**config.mk**
```make
export PLATFORM = sky130hd
export DESIGN_NAME = rf_wb_arbiter_flat
export DESIGN_NICKNAME = d
export VERILOG_FILES = /design/src/rtl/rf_wb_arbiter_pkg.sv /design/src/rtl/rf_wb_arbiter_if.sv /design/src/rtl/rf_wb_starve_timer.sv /design/src/rtl/rf_wb_arbiter.sv /design/src/flat_wrapper.sv
export SDC_FILE = /design/constraint.sdc
export NUM_CORES = 1
export LEC_CHECK = 0
export ABC_CLOCK_PERIOD_IN_PS = 2400
export CORE_UTILIZATION = 38
export DETAILED_ROUTE_END_ITERATION = 10
export PLACE_DENSITY = 0.81
export SLEW_MARGIN = 30
export SYNTH_ARGS = -nofsm -noshare
export SYNTH_HDL_FRONTEND = slang
export SYNTH_HIERARCHICAL = 1
export SYNTH_SLANG_ARGS = --single-unit
```
**constraint.sdc**
```tcl
create_clock -name clk -period 2.4 [get_ports clk]
set_clock_uncertainty 0.2 [all_clocks]
set_input_delay 0.36 -clock clk [delete_from_list [all_inputs] [get_ports clk]]
set_output_delay 0.36 -clock clk [all_outputs]
set_load 0.05 [all_outputs]
```
**src/rtl/rf_wb_arbiter_pkg.sv**
```systemverilog
// Shared constants and types for the register-file write-back arbiter.
// Optional feature macro: RF_WB_BYPASS_EN (adds write-in-flight forwarding ports).
package rf_wb_pkg;

    localparam int unsigned XLEN  = 32;
    localparam int unsigned AW    = 5;
    localparam int unsigned CNT_W = 4;

    localparam logic [AW-1:0] X0_ADDR = '0;

    typedef enum logic [0:0] {
        ARB_NORM    = 1'b0,
        ARB_FORCE_B = 1'b1
    } arb_state_t;

    // x0 is hardwired to zero, so a write there never reaches the array.
    function automatic logic writes_rf(input logic [AW-1:0] addr);
        return addr != X0_ADDR;
    endfunction

endpackage

```
**src/rtl/rf_wb_arbiter_if.sv**
```systemverilog
// Write-back bus between the two write sources, the arbiter and the register file.
// Optional feature macro: RF_WB_BYPASS_EN adds the rs1/rs2 forwarding signals.
interface rf_wb_arbiter_if;
    import rf_wb_pkg::*;

    logic            a_valid;
    logic [AW-1:0]   a_addr;
    logic [XLEN-1:0] a_data;
    logic            a_stall;
    logic            b_valid;
    logic [AW-1:0]   b_addr;
    logic [XLEN-1:0] b_data;
    logic            b_ready;
    logic            rf_regwrite;
    logic [AW-1:0]   rf_waddr;
    logic [XLEN-1:0] rf_wdata;

`ifdef RF_WB_BYPASS_EN
    logic [AW-1:0]   rs1_addr;
    logic [AW-1:0]   rs2_addr;
    logic [XLEN-1:0] rs1_rf;
    logic [XLEN-1:0] rs2_rf;
    logic [XLEN-1:0] rs1_fwd;
    logic [XLEN-1:0] rs2_fwd;

    modport master (
        output a_valid, a_addr, a_data, b_valid, b_addr, b_data,
        output rs1_addr, rs2_addr, rs1_rf, rs2_rf,
        input  a_stall, b_ready, rf_regwrite, rf_waddr, rf_wdata,
        input  rs1_fwd, rs2_fwd
    );

    modport slave (
        input  a_valid, a_addr, a_data, b_valid, b_addr, b_data,
        input  rs1_addr, rs2_addr, rs1_rf, rs2_rf,
        output a_stall, b_ready, rf_regwrite, rf_waddr, rf_wdata,
        output rs1_fwd, rs2_fwd
    );
`else
    modport master (
        output a_valid, a_addr, a_data, b_valid, b_addr, b_data,
        input  a_stall, b_ready, rf_regwrite, rf_waddr, rf_wdata
    );

    modport slave (
        input  a_valid, a_addr, a_data, b_valid, b_addr, b_data,
        output a_stall, b_ready, rf_regwrite, rf_waddr, rf_wdata
    );
`endif

endinterface

```
**src/rtl/rf_wb_starve_timer.sv**
```systemverilog
// Counts how long port B has been refused and flags when it must be force-granted.
module rf_wb_starve_timer
    import rf_wb_pkg::*;
#(
    parameter int unsigned MAX_WAIT = 4  // legal range 1..15
) (
    input  logic clk,
    input  logic rst,
    input  logic b_valid,
    input  logic b_ready,
    output logic force_grant
);

    localparam logic [CNT_W-1:0] MAX_CNT = CNT_W'(MAX_WAIT);

    logic [CNT_W-1:0] wait_cnt_d;
    logic [CNT_W-1:0] wait_cnt_q;

    // Count refused B cycles; clear on handshake or withdrawn request, saturate at MAX_WAIT.
    always_comb begin
        wait_cnt_d = wait_cnt_q;
        if (!b_valid || b_ready) begin
            wait_cnt_d = '0;
        end else if (wait_cnt_q != MAX_CNT) begin
            wait_cnt_d = wait_cnt_q + 1'b1;
        end
    end

    // Wait counter register.
    always_ff @(posedge clk or negedge rst) begin
        if (!rst) begin
            wait_cnt_q <= '0;
        end else begin
            wait_cnt_q <= wait_cnt_d;
        end
    end

    // Look ahead one cycle so B is served on exactly its MAX_WAIT-th refused cycle boundary.
    assign force_grant = (wait_cnt_d == MAX_CNT);

endmodule

```
**src/rtl/rf_wb_arbiter.sv**
```systemverilog
// Register-file write-port arbiter: A (pipeline WB) has priority, B (long-latency unit)
// is force-granted after MAX_WAIT refused cycles. Winning write is registered onto rf_*.
// Optional feature macro: RF_WB_BYPASS_EN adds combinational rs1/rs2 forwarding.
module rf_wb_arbiter
    import rf_wb_pkg::*;
#(
    parameter int unsigned MAX_WAIT = 4
) (
    input  logic            clk,
    input  logic            rst,
    rf_wb_arbiter_if.slave  bus
);

    arb_state_t      state_q;
    arb_state_t      state_d;
    logic            grant_a;
    logic            grant_b;
    logic            b_ready;
    logic            a_stall;
    logic            force_grant;
    logic            rf_regwrite_q;
    logic [AW-1:0]   rf_waddr_q;
    logic [XLEN-1:0] rf_wdata_q;

    rf_wb_starve_timer #(
        .MAX_WAIT (MAX_WAIT)
    ) u_timer (
        .clk         (clk),
        .rst         (rst),
        .b_valid     (bus.b_valid),
        .b_ready     (b_ready),
        .force_grant (force_grant)
    );

    // Grant selection, handshake outputs and next-state; all handshakes held off during reset.
    always_comb begin
        state_d = state_q;
        grant_a = 1'b0;
        grant_b = 1'b0;
        b_ready = 1'b0;
        a_stall = 1'b0;
        unique case (state_q)
            ARB_NORM: begin
                grant_a = bus.a_valid;
                grant_b = bus.b_valid & ~bus.a_valid;
                b_ready = bus.b_valid & ~bus.a_valid;
                if (force_grant) begin
                    state_d = ARB_FORCE_B;
                end
            end
            ARB_FORCE_B: begin
                grant_b = bus.b_valid;
                grant_a = bus.a_valid & ~bus.b_valid;
                b_ready = bus.b_valid;
                a_stall = bus.a_valid & bus.b_valid;
                state_d = ARB_NORM;
            end
            default: state_d = ARB_NORM;
        endcase
        if (!rst) begin
            grant_a = 1'b0;
            grant_b = 1'b0;
            b_ready = 1'b0;
            a_stall = 1'b0;
        end
    end

    // State register and registered write port; address/data hold when nothing is granted.
    always_ff @(posedge clk or negedge rst) begin
        if (!rst) begin
            state_q       <= ARB_NORM;
            rf_regwrite_q <= 1'b0;
            rf_waddr_q    <= '0;
            rf_wdata_q    <= '0;
        end else begin
            state_q       <= state_d;
            rf_regwrite_q <= 1'b0;
            if (grant_a) begin
                rf_regwrite_q <= writes_rf(bus.a_addr);
                rf_waddr_q    <= bus.a_addr;
                rf_wdata_q    <= bus.a_data;
            end else if (grant_b) begin
                rf_regwrite_q <= writes_rf(bus.b_addr);
                rf_waddr_q    <= bus.b_addr;
                rf_wdata_q    <= bus.b_data;
            end
        end
    end

    assign bus.b_ready     = b_ready;
    assign bus.a_stall     = a_stall;
    assign bus.rf_regwrite = rf_regwrite_q;
    assign bus.rf_waddr    = rf_waddr_q;
    assign bus.rf_wdata    = rf_wdata_q;

`ifdef RF_WB_BYPASS_EN
    // Forward the write still in flight to the register file to same-cycle readers.
    assign bus.rs1_fwd = (rf_regwrite_q && (rf_waddr_q == bus.rs1_addr) &&
                          (bus.rs1_addr != X0_ADDR)) ? rf_wdata_q : bus.rs1_rf;
    assign bus.rs2_fwd = (rf_regwrite_q && (rf_waddr_q == bus.rs2_addr) &&
                          (bus.rs2_addr != X0_ADDR)) ? rf_wdata_q : bus.rs2_rf;
`endif

endmodule

```
**src/flat_wrapper.sv**
```systemverilog
// flat-port wrapper written by rule: the top's interface ports become plain ports
module rf_wb_arbiter_flat import rf_wb_pkg::*;
#(
    parameter int unsigned MAX_WAIT = 4
)
  (clk, rst, bus_a_valid, bus_a_addr, bus_a_data, bus_b_valid, bus_b_addr, bus_b_data, bus_a_stall, bus_b_ready, bus_rf_regwrite, bus_rf_waddr, bus_rf_wdata);
  rf_wb_arbiter_if bus_i ();
  input  logic clk;
  input  logic rst;
  input wire logic [$bits(bus_i.a_valid)-1:0] bus_a_valid;
  input wire logic [$bits(bus_i.a_addr)-1:0] bus_a_addr;
  input wire logic [$bits(bus_i.a_data)-1:0] bus_a_data;
  input wire logic [$bits(bus_i.b_valid)-1:0] bus_b_valid;
  input wire logic [$bits(bus_i.b_addr)-1:0] bus_b_addr;
  input wire logic [$bits(bus_i.b_data)-1:0] bus_b_data;
  output wire logic [$bits(bus_i.a_stall)-1:0] bus_a_stall;
  output wire logic [$bits(bus_i.b_ready)-1:0] bus_b_ready;
  output wire logic [$bits(bus_i.rf_regwrite)-1:0] bus_rf_regwrite;
  output wire logic [$bits(bus_i.rf_waddr)-1:0] bus_rf_waddr;
  output wire logic [$bits(bus_i.rf_wdata)-1:0] bus_rf_wdata;
  assign bus_i.a_valid = bus_a_valid;
  assign bus_i.a_addr = bus_a_addr;
  assign bus_i.a_data = bus_a_data;
  assign bus_i.b_valid = bus_b_valid;
  assign bus_i.b_addr = bus_b_addr;
  assign bus_i.b_data = bus_b_data;
  assign bus_a_stall = bus_i.a_stall;
  assign bus_b_ready = bus_i.b_ready;
  assign bus_rf_regwrite = bus_i.rf_regwrite;
  assign bus_rf_waddr = bus_i.rf_waddr;
  assign bus_rf_wdata = bus_i.rf_wdata;
  rf_wb_arbiter #(.MAX_WAIT(MAX_WAIT)) u_core (.clk(clk), .rst(rst), .bus(bus_i));
endmodule
```
Word-level counts from Yosys, hierarchy flattened
Index checks and enable logic that the tools add are counted.

storage, ports and cells
  register bits = 43
  output and inout bits = 40
  word-level logic and storage cells = 35

cells by class
  $add $sub $neg = 1
  equality and inequality tests = 2
  muxes and demuxes = 16
  bitwise logic cells = 6
  reductions and logical operators = 5

operators with widths
  operator             count
  $mux 32              2
  $mux 5               2
  $reduce_bool 5->1    2
  $mux 4               2
  $mux 1               7
  $pmux 1 s2           3
  $add 4x1->4 const B  1
  $eq 4x3->1 const B   1
  $ne 4x3->1 const B   1
  $and 1x1->1          3
  $not 1->1            3
  $reduce_bool 2->1    1
  $logic_not 1->1      1
  $logic_or 1x1->1     1

Logic depth before layout (Yosys ltp)
Gate-level depths: netlist of run 1.

  depth in word-level cells = 9
  depth in mapped cells = 9
  mapped depth without buffers = 7

Modules after synthesis
Netlist of run 1, hierarchy kept.

by module, submodules not included
  module              times used  cells each  area each (um2)
  rf_wb_arbiter       1           139         1791.7
  rf_wb_starve_timer  1           23          236.5

Worst setup path before layout of run 1
No wires, ideal clock.

  path kind = register to register
  start point = register u_core.state_q
  end point = register u_core.state_q
  data arrival time = 1821 ps
  required time = 2127 ps
  setup slack = 306 ps
  stages on the path, launching flop included = 9
  path buffers = 2
  period minus slack after synthesis = 2094 ps
  cell sequence = dfrtp_1 -> o211ai_2 -> buf_4 -> buf_6 -> inv_1 -> nand2b_4 -> nor3_1 -> nor4b_2 -> nor2b_1

between the ends
  cells in the longest elaborated chain, start to end = 8

RTL lines
  item                                    line                      text
  start, declared                         rf_wb_arbiter.sv:14       arb_state_t state_q;
  start signal, assigned                  rf_wb_arbiter.sv:76       state_q <= state_d;
  $not 1->1                               rf_wb_arbiter.sv:42       unique case (state_q)
  $pmux 1 s2 *                            rf_wb_arbiter.sv:42
  $mux 1 *                                rf_wb_arbiter.sv:60       if (!rst) begin
  named net bus_b_ready                   flat_wrapper.sv:17        output wire logic [$bits(bus_i.b_ready)-1:0] bus_b_ready;
  $logic_or 1x1->1 *                      rf_wb_starve_timer.sv:22  if (!b_valid || b_ready) begin
  $mux 4 *                                rf_wb_starve_timer.sv:22
  named net u_core.u_timer.wait_cnt_d[2]  rf_wb_starve_timer.sv:16  logic [CNT_W-1:0] wait_cnt_d;
  $eq 4x3->1 *                            rf_wb_starve_timer.sv:39  assign force_grant = (wait_cnt_d == MAX_CNT);
  named net u_core.force_grant            rf_wb_arbiter.sv:20       logic force_grant;
  $mux 1 *                                rf_wb_arbiter.sv:47       if (force_grant) begin
  $pmux 1 s2 *                            rf_wb_arbiter.sv:42
  named net u_core.state_d                rf_wb_arbiter.sv:15       arb_state_t state_d;

Mark *: on every way through the listed nets, which the timed path passes. The rest lies on a longest branch.
A chain may end at the register's enable or synchronous reset.

Worst setup path in the final report of run 1
  start point = input rst
  end point = output bus_a_stall

between the ends
  cells in the longest elaborated chain, start to end = 1

RTL lines
  item             line                 text
  start, declared  flat_wrapper.sv:9    input logic rst;
  $mux 1           rf_wb_arbiter.sv:60
  end, declared    flat_wrapper.sv:16   output wire logic [$bits(bus_i.a_stall)-1:0] bus_a_stall;

Every way passes these cells.

==> metrics.txt, run 1 <==
status finished, final reports clean; Avg WL per Cell 15.81 µm; NetSw 0.7751 mW; Worst R2R Start u_core/state_q$_DFF_PN0_; Initial Util 39.71%; Tcrit/Tclk final 93.50%; DRT iter0 DRCs 85; Max-slew headroom 65.13%; worst r2r path cells 6; Switching Share 35.50%; CTS tree yes; share of the synthesized area in the top cell type 53.05%; clock-pin slew on the worst setup and hold paths 0.08 ns; Leak 1.310 nW; crit path DAT 1.68 ns; R2R setup slack 0.57 ns; initial antenna violation count 0; Die X-Extent 75.06 µm; unrepaired setup endpoints after global routing false; CTS max path bufs 2; cts bufs inserted 5; first-pass GRT wire length 8707 µm; Post-Syn Area per Cell 12.52 µm²; Req. time, crit path 1.84 ns; core area 5107 µm²; register area share after synthesis 53.05%; crit path time final 2.244 ns; grt ovf 0; Synth area leader dfrtp_1; DRC viols 0; syn nets 242; Synth cell types 30; number of synthesis warnings 6; Resized cells post-CTS 0; most frequent cells in the layout clkdlybuf4s50_1 (114), dfrtp_1 (43), nand2b_1 (37); HP Class in2async; number of max-cap violations 0; hold_ws 0.3309 ns; antenna-violating nets left 0; fin nets 362; met2 Use GR 35.24%; busiest layer in global routing met2; Die ar. 5633 µm²; via count 1819; largest net degree at the start of global routing 38; Least-Margin Pin Slew 0.5213 ns; top cells by area, synth dfrtp_1 (53%), nand2b_1 (11%), o221a_1 (11%); met1 Use GR 26.64%; worst vdd ir 303.9 µV; max-slew violation count 0; Antenna diodes 0; P&R area growth vs syn 66.56%; Total GRT Usage 21.05%; Post CTS Setup Buffer Count 0; post-DR vias/cell 5.153; fraction of layout cells with a size suffix above 1 13.78%; CTS HTree Levels 2; Clk pwr share 20.3%; met3 layer usage reported by global route 6.961%; final setup fails 0; sequential share of power 39.6%; Worst-Skew Late Latency 0.29 ns; Hold Vio Cnt, Final 0; io pins 118; register bit total from synthesis 43; vias in the first global route 1753; critical path peak fanout 14; IO buf count 117; synthesized instance count 162; gpl congestion 0.7503; FMAX 0.4456 GHz; DP Area 3283 µm²; R2R Path End u_core/state_q$_DFF_PN0_; crit path launch type input pin; post-DP HPWL 4032 µm; Synth Cell Area 2028 µm²; Finished Cell Area 3378 µm²; CP Launch Point rst; Total Wirelength 5581 µm; Crit Path Class in2out; row cnt 26; Chip Height 75.06 µm; Hold-fix buffers, CTS 1; root buffer cell clkbuf_8; worst setup slack after layout 0.1559 ns; crit end category primary output; Logic pwr share 40.1%; Pwr per Cell Area 646.3 nW/µm²; commonest non-fill, non-tap cell in the layout clkdlybuf4s50_1; Place WS -0.001604 ns; clock sink total 43; Pint 1.408 mW; TritonRoute pass-1 iters 4
-- cell type report --
| type | count | area, µm² |
|---|---|---|
| fill | 411 | 1729 |
| timing repair buffer | 123 | 1234 |
| sequential | 43 | 1076 |
| multi-input combinational | 102 | 869.6 |
| tap | 70 | 87.58 |
| clock buffer | 6 | 72.57 |
| inverter | 7 | 26.28 |
| clock inverter | 2 | 12.51 |
-- cells by family after synthesis --
family | after synthesis | share of synthesized area (%)
simple gates | 57 | 18.32
flops | 43 | 53.05
compound gates | 41 | 22.02
buf+inv | 17 | 4.503
xor+xnor | 2 | 0.8638
fa+ha+maj | 2 | 1.234
-- worst max-delay path, stage by stage --
cell and delay (ns):
dlygate4sd3_1 0.55, buf_2 0.32, and4_1 0.30, buf_12 0.15
-- flip-flops by register name, indices dropped and copies added, names as in the netlist --
register,cells
u_core/bus.rf_wdata,32
u_core/bus.rf_waddr,5
u_core/u_timer/wait_cnt_q,4
u_core/bus.rf_regwrite,1
u_core/state_q,1
-- power groups by stage --
| stage | Sequential, mW | Clock (mW) | Combinational [mW] |
|---|---|---|---|
| floorplan | 1.18 | 0 | 0.194 |
| global placement | 0.875 | 0 | 0.868 |
| CTS | 0.865 | 0.459 | 0.883 |
| detailed placement | 0.874 | 0 | 0.880 |
| finish | 0.864 | 0.443 | 0.876 |
| global route | 0.877 | 0.494 | 0.923 |
-- worst max-delay path by stage --
stage / end / slack (ns) / depth (start not counted)
3_5_place_dp: u_core/state_q$_DFF_PN0_ / -0.002 / 8
4_1_cts: bus_a_stall / 0.14 / 4
5_1_grt: bus_a_stall / 0.06 / 4
2_1_floorplan: u_core/state_q$_DFF_PN0_ / 0.31 / 8
6_report: bus_a_stall / 0.16 / 4
3_3_place_gp: u_core/state_q$_DFF_PN0_ / 0.18 / 8
-- routing by layer --
layer  vias up  part of all wire, %
li1        852                    -
met1       881                   43
met2        81                   48
met3         5                  8.8
met4         0                 0.70
met5         -                    0
-- cell usage after synthesis, drive strengths merged --
cell type  instances
a21oi              1
and3               1
and4               1
buf               10
dfrtp             43
ha                 2
inv                7
nand2              2
nand2b            38
nand3              2
nand3b             1
nand4b             1
nor2               5
nor2b              1
nor3               1
nor3b              1
nor4b              1
o2111ai            1
o211ai             1
o21ai              1
o221a             36
o22ai              1
or4                2
xnor2              2
-- metrics by stage --
| step | TNS [ns] | utilization, % | power (mW) | cells |
|---|---|---|---|---|
| 2_1_floorplan | 0 | - | 1.379 | 162 |
| 3_3_place_gp | 0 | 64.28 | 1.743 | 344 |
| 3_5_place_dp | -0.001604 | 64.28 | 1.754 | 344 |
| 4_1_cts | 0 | 66.14 | 2.206 | 353 |
| 5_1_grt | 0 | 66.14 | 2.294 | 353 |
| 6_report | 0 | 66.14 | 2.183 | 353 |
(Power assumes the default switching activity.)
==> run 2: changes to the inputs <==
- CORE_MARGIN: default -> 2
==> metrics.txt, run 2 (synthesis results as in run 1) <==
status finished, final reports clean; Finished Cell Area 3418 µm²; clock-pin slew on the worst setup and hold paths 0.09 ns; Fillers 415; commonest non-fill, non-tap cell in the layout clkdlybuf4s50_1; HP Class in2async; Tcrit/Tclk final 92.31%; NetSw 0.7891 mW; Total Wirelength 5914 µm; slowest cell on the critical path dlygate4sd3_1; R2R Path End u_core/state_q$_DFF_PN0_; Hold Vio Cnt, Final 0; delay-heaviest family, CP buffers and inverters; sequential share of power 37.2%; CTS max path bufs 2; crit path DAT 1.66 ns; fin nets 363; Req. time, crit path 1.84 ns; io pins 118; worst vdd ir 294.1 µV; crit path time final 2.215 ns; DP Area 3291 µm²; Max-slew headroom 64.12%; CP bufs+invs 3; Avg WL per Cell 16.71 µm; Crit Path Class in2out; cts bufs inserted 5; clock sink total 43; hold_ws 0.3243 ns; grt ovf 0; antenna-violating nets left 0; Slowest Stage Delay on Critical Path 0.56 ns; Antenna diodes 0; TritonRoute pass-1 iters 4; crit end category primary output; Pint 1.542 mW; Initial Util 39.46%; initial antenna violation count 0; critical path peak fanout 12; Post CTS Setup Buffer Count 0; CTS HTree Levels 2; largest net degree at the start of global routing 39; critical path cell sequence dlygate4sd3_1 > buf_2 > and4_1 > buf_12; post-DP HPWL 4256 µm; max FFs per register 32; Total GRT Usage 20.69%; first-pass GRT wire length 9701 µm; FMAX 0.4514 GHz; row cnt 26; Die X-Extent 77.06 µm; CTS tree yes; crit path launch type input pin; via count 1821; Worst-Skew Late Latency 0.29 ns; gpl congestion 0.8013; Hold-fix buffers, CTS 1; core area 5140 µm²; P&R area growth vs syn 68.54%; Pwr per Cell Area 681.9 nW/µm²; unrepaired setup endpoints after global routing false; Least-Margin Pin Slew 0.5365 ns; Logic pwr share 37.6%; Resized cells post-CTS 0; vias in the first global route 1920; final setup fails 0; Chip Height 77.06 µm; Die ar. 5937 µm²; max-slew violation count 0; post-DR vias/cell 5.144; Leak 1.335 nW; fraction of layout cells with a size suffix above 1 14.44%; number of max-cap violations 0; Worst R2R Start u_core/state_q$_DFF_PN0_; IO buf count 117; Switching Share 33.85%; most frequent cells in the layout clkdlybuf4s50_1 (114), dfrtp_1 (43), nand2b_1 (37); DRT iter0 DRCs 109; worst r2r path cells 6; root buffer cell clkbuf_8; setup TNS 0 ns; Clk pwr share 25.1%; DRC viols 0; R2R setup slack 0.62 ns
run 2: changes by cell type in the layout (fill, tap and decap cells not counted):
cell | before | now
clkinvlp_4 | 1 | 0
clkbuf_1 | 1 | 0
bufinv_16 | 0 | 1
clkbuf_8 | 5 | 6
buf_4 | 5 | 6
run 2: power groups by stage:
stage | registers, mW | clock network [mW] | logic [mW]
2_1_floorplan | 1.18 | 0 | 0.194
3_3_place_gp | 0.880 | 0 | 0.866
3_5_place_dp | 0.876 | 0 | 0.881
4_1_cts | 0.868 | 0.597 | 0.883
6_report | 0.868 | 0.585 | 0.877
5_1_grt | 0.881 | 0.632 | 0.922
run 2: how the worst max path moves through the flow:
stage | cells after the start | slack (ns) | start | end
global placement | 8 | 0.21 | bus_a_valid | u_core/state_q$_DFF_PN0_
floorplan | 8 | 0.31 | u_core/state_q$_DFF_PN0_ | u_core/state_q$_DFF_PN0_
detailed placement | 5 | 0.15 | bus_b_valid | u_core/bus.rf_wdata[20]$_DFFE_PN0P_
finish | 4 | 0.18 | rst | bus_a_stall
CTS | 4 | 0.19 | rst | bus_a_stall
global route | 4 | 0.14 | rst | bus_a_stall
run 2: layout make-up:
class                   count  area (µm²)  share of cell area, %
clock buffers               6       82.58                  2.416
clock inverters             2       35.03                  1.025
inverters                   7       26.28                 0.7687
multi-input cells         102       869.6                  25.44
flip-flops and latches     43        1076                  31.48
well taps                  70       87.58                  2.562
repair buffers            124        1241                  36.31
run 2: metrics by stage:
stage | utilization, % | setup slack [ns] | power [mW] | cells
5_1_grt | 66.50 | 0.1352 | 2.434 | 354
4_1_cts | 66.50 | 0.1867 | 2.349 | 354
3_5_place_dp | 64.02 | 0.1518 | 1.757 | 345
2_1_floorplan | - | 0.3057 | 1.379 | 162
3_3_place_gp | 64.02 | 0.2088 | 1.745 | 345
6_report | 66.50 | 0.1846 | 2.331 | 354
run 2: per-layer routing:
layer / part of all wire, % / track usage (%) / vias up
li1: - / - / 846
met1: 44 / 27.20 / 883
met2: 47 / 33.68 / 85
met3: 7.4 / 5.059 / 7
met4: 1.1 / 6.607 / 0
met5: 0 / 0 / -
run 2: worst register-to-register path: cells and delay by family (launching register included):
kind | cells | cell delay, ns
AND/OR/NAND/NOR | 4 | 0.79
flip-flops | 1 | 0.45
AO/OA/AOI/OAI | 1 | 0.20
buffers and inverters | 1 | 0.08
==> run 3: changes to the inputs <==
- ABC_AREA: default -> 0
==> results of run 3 <==
No change in the layout: final DEF, timing and power equal those of run 2.
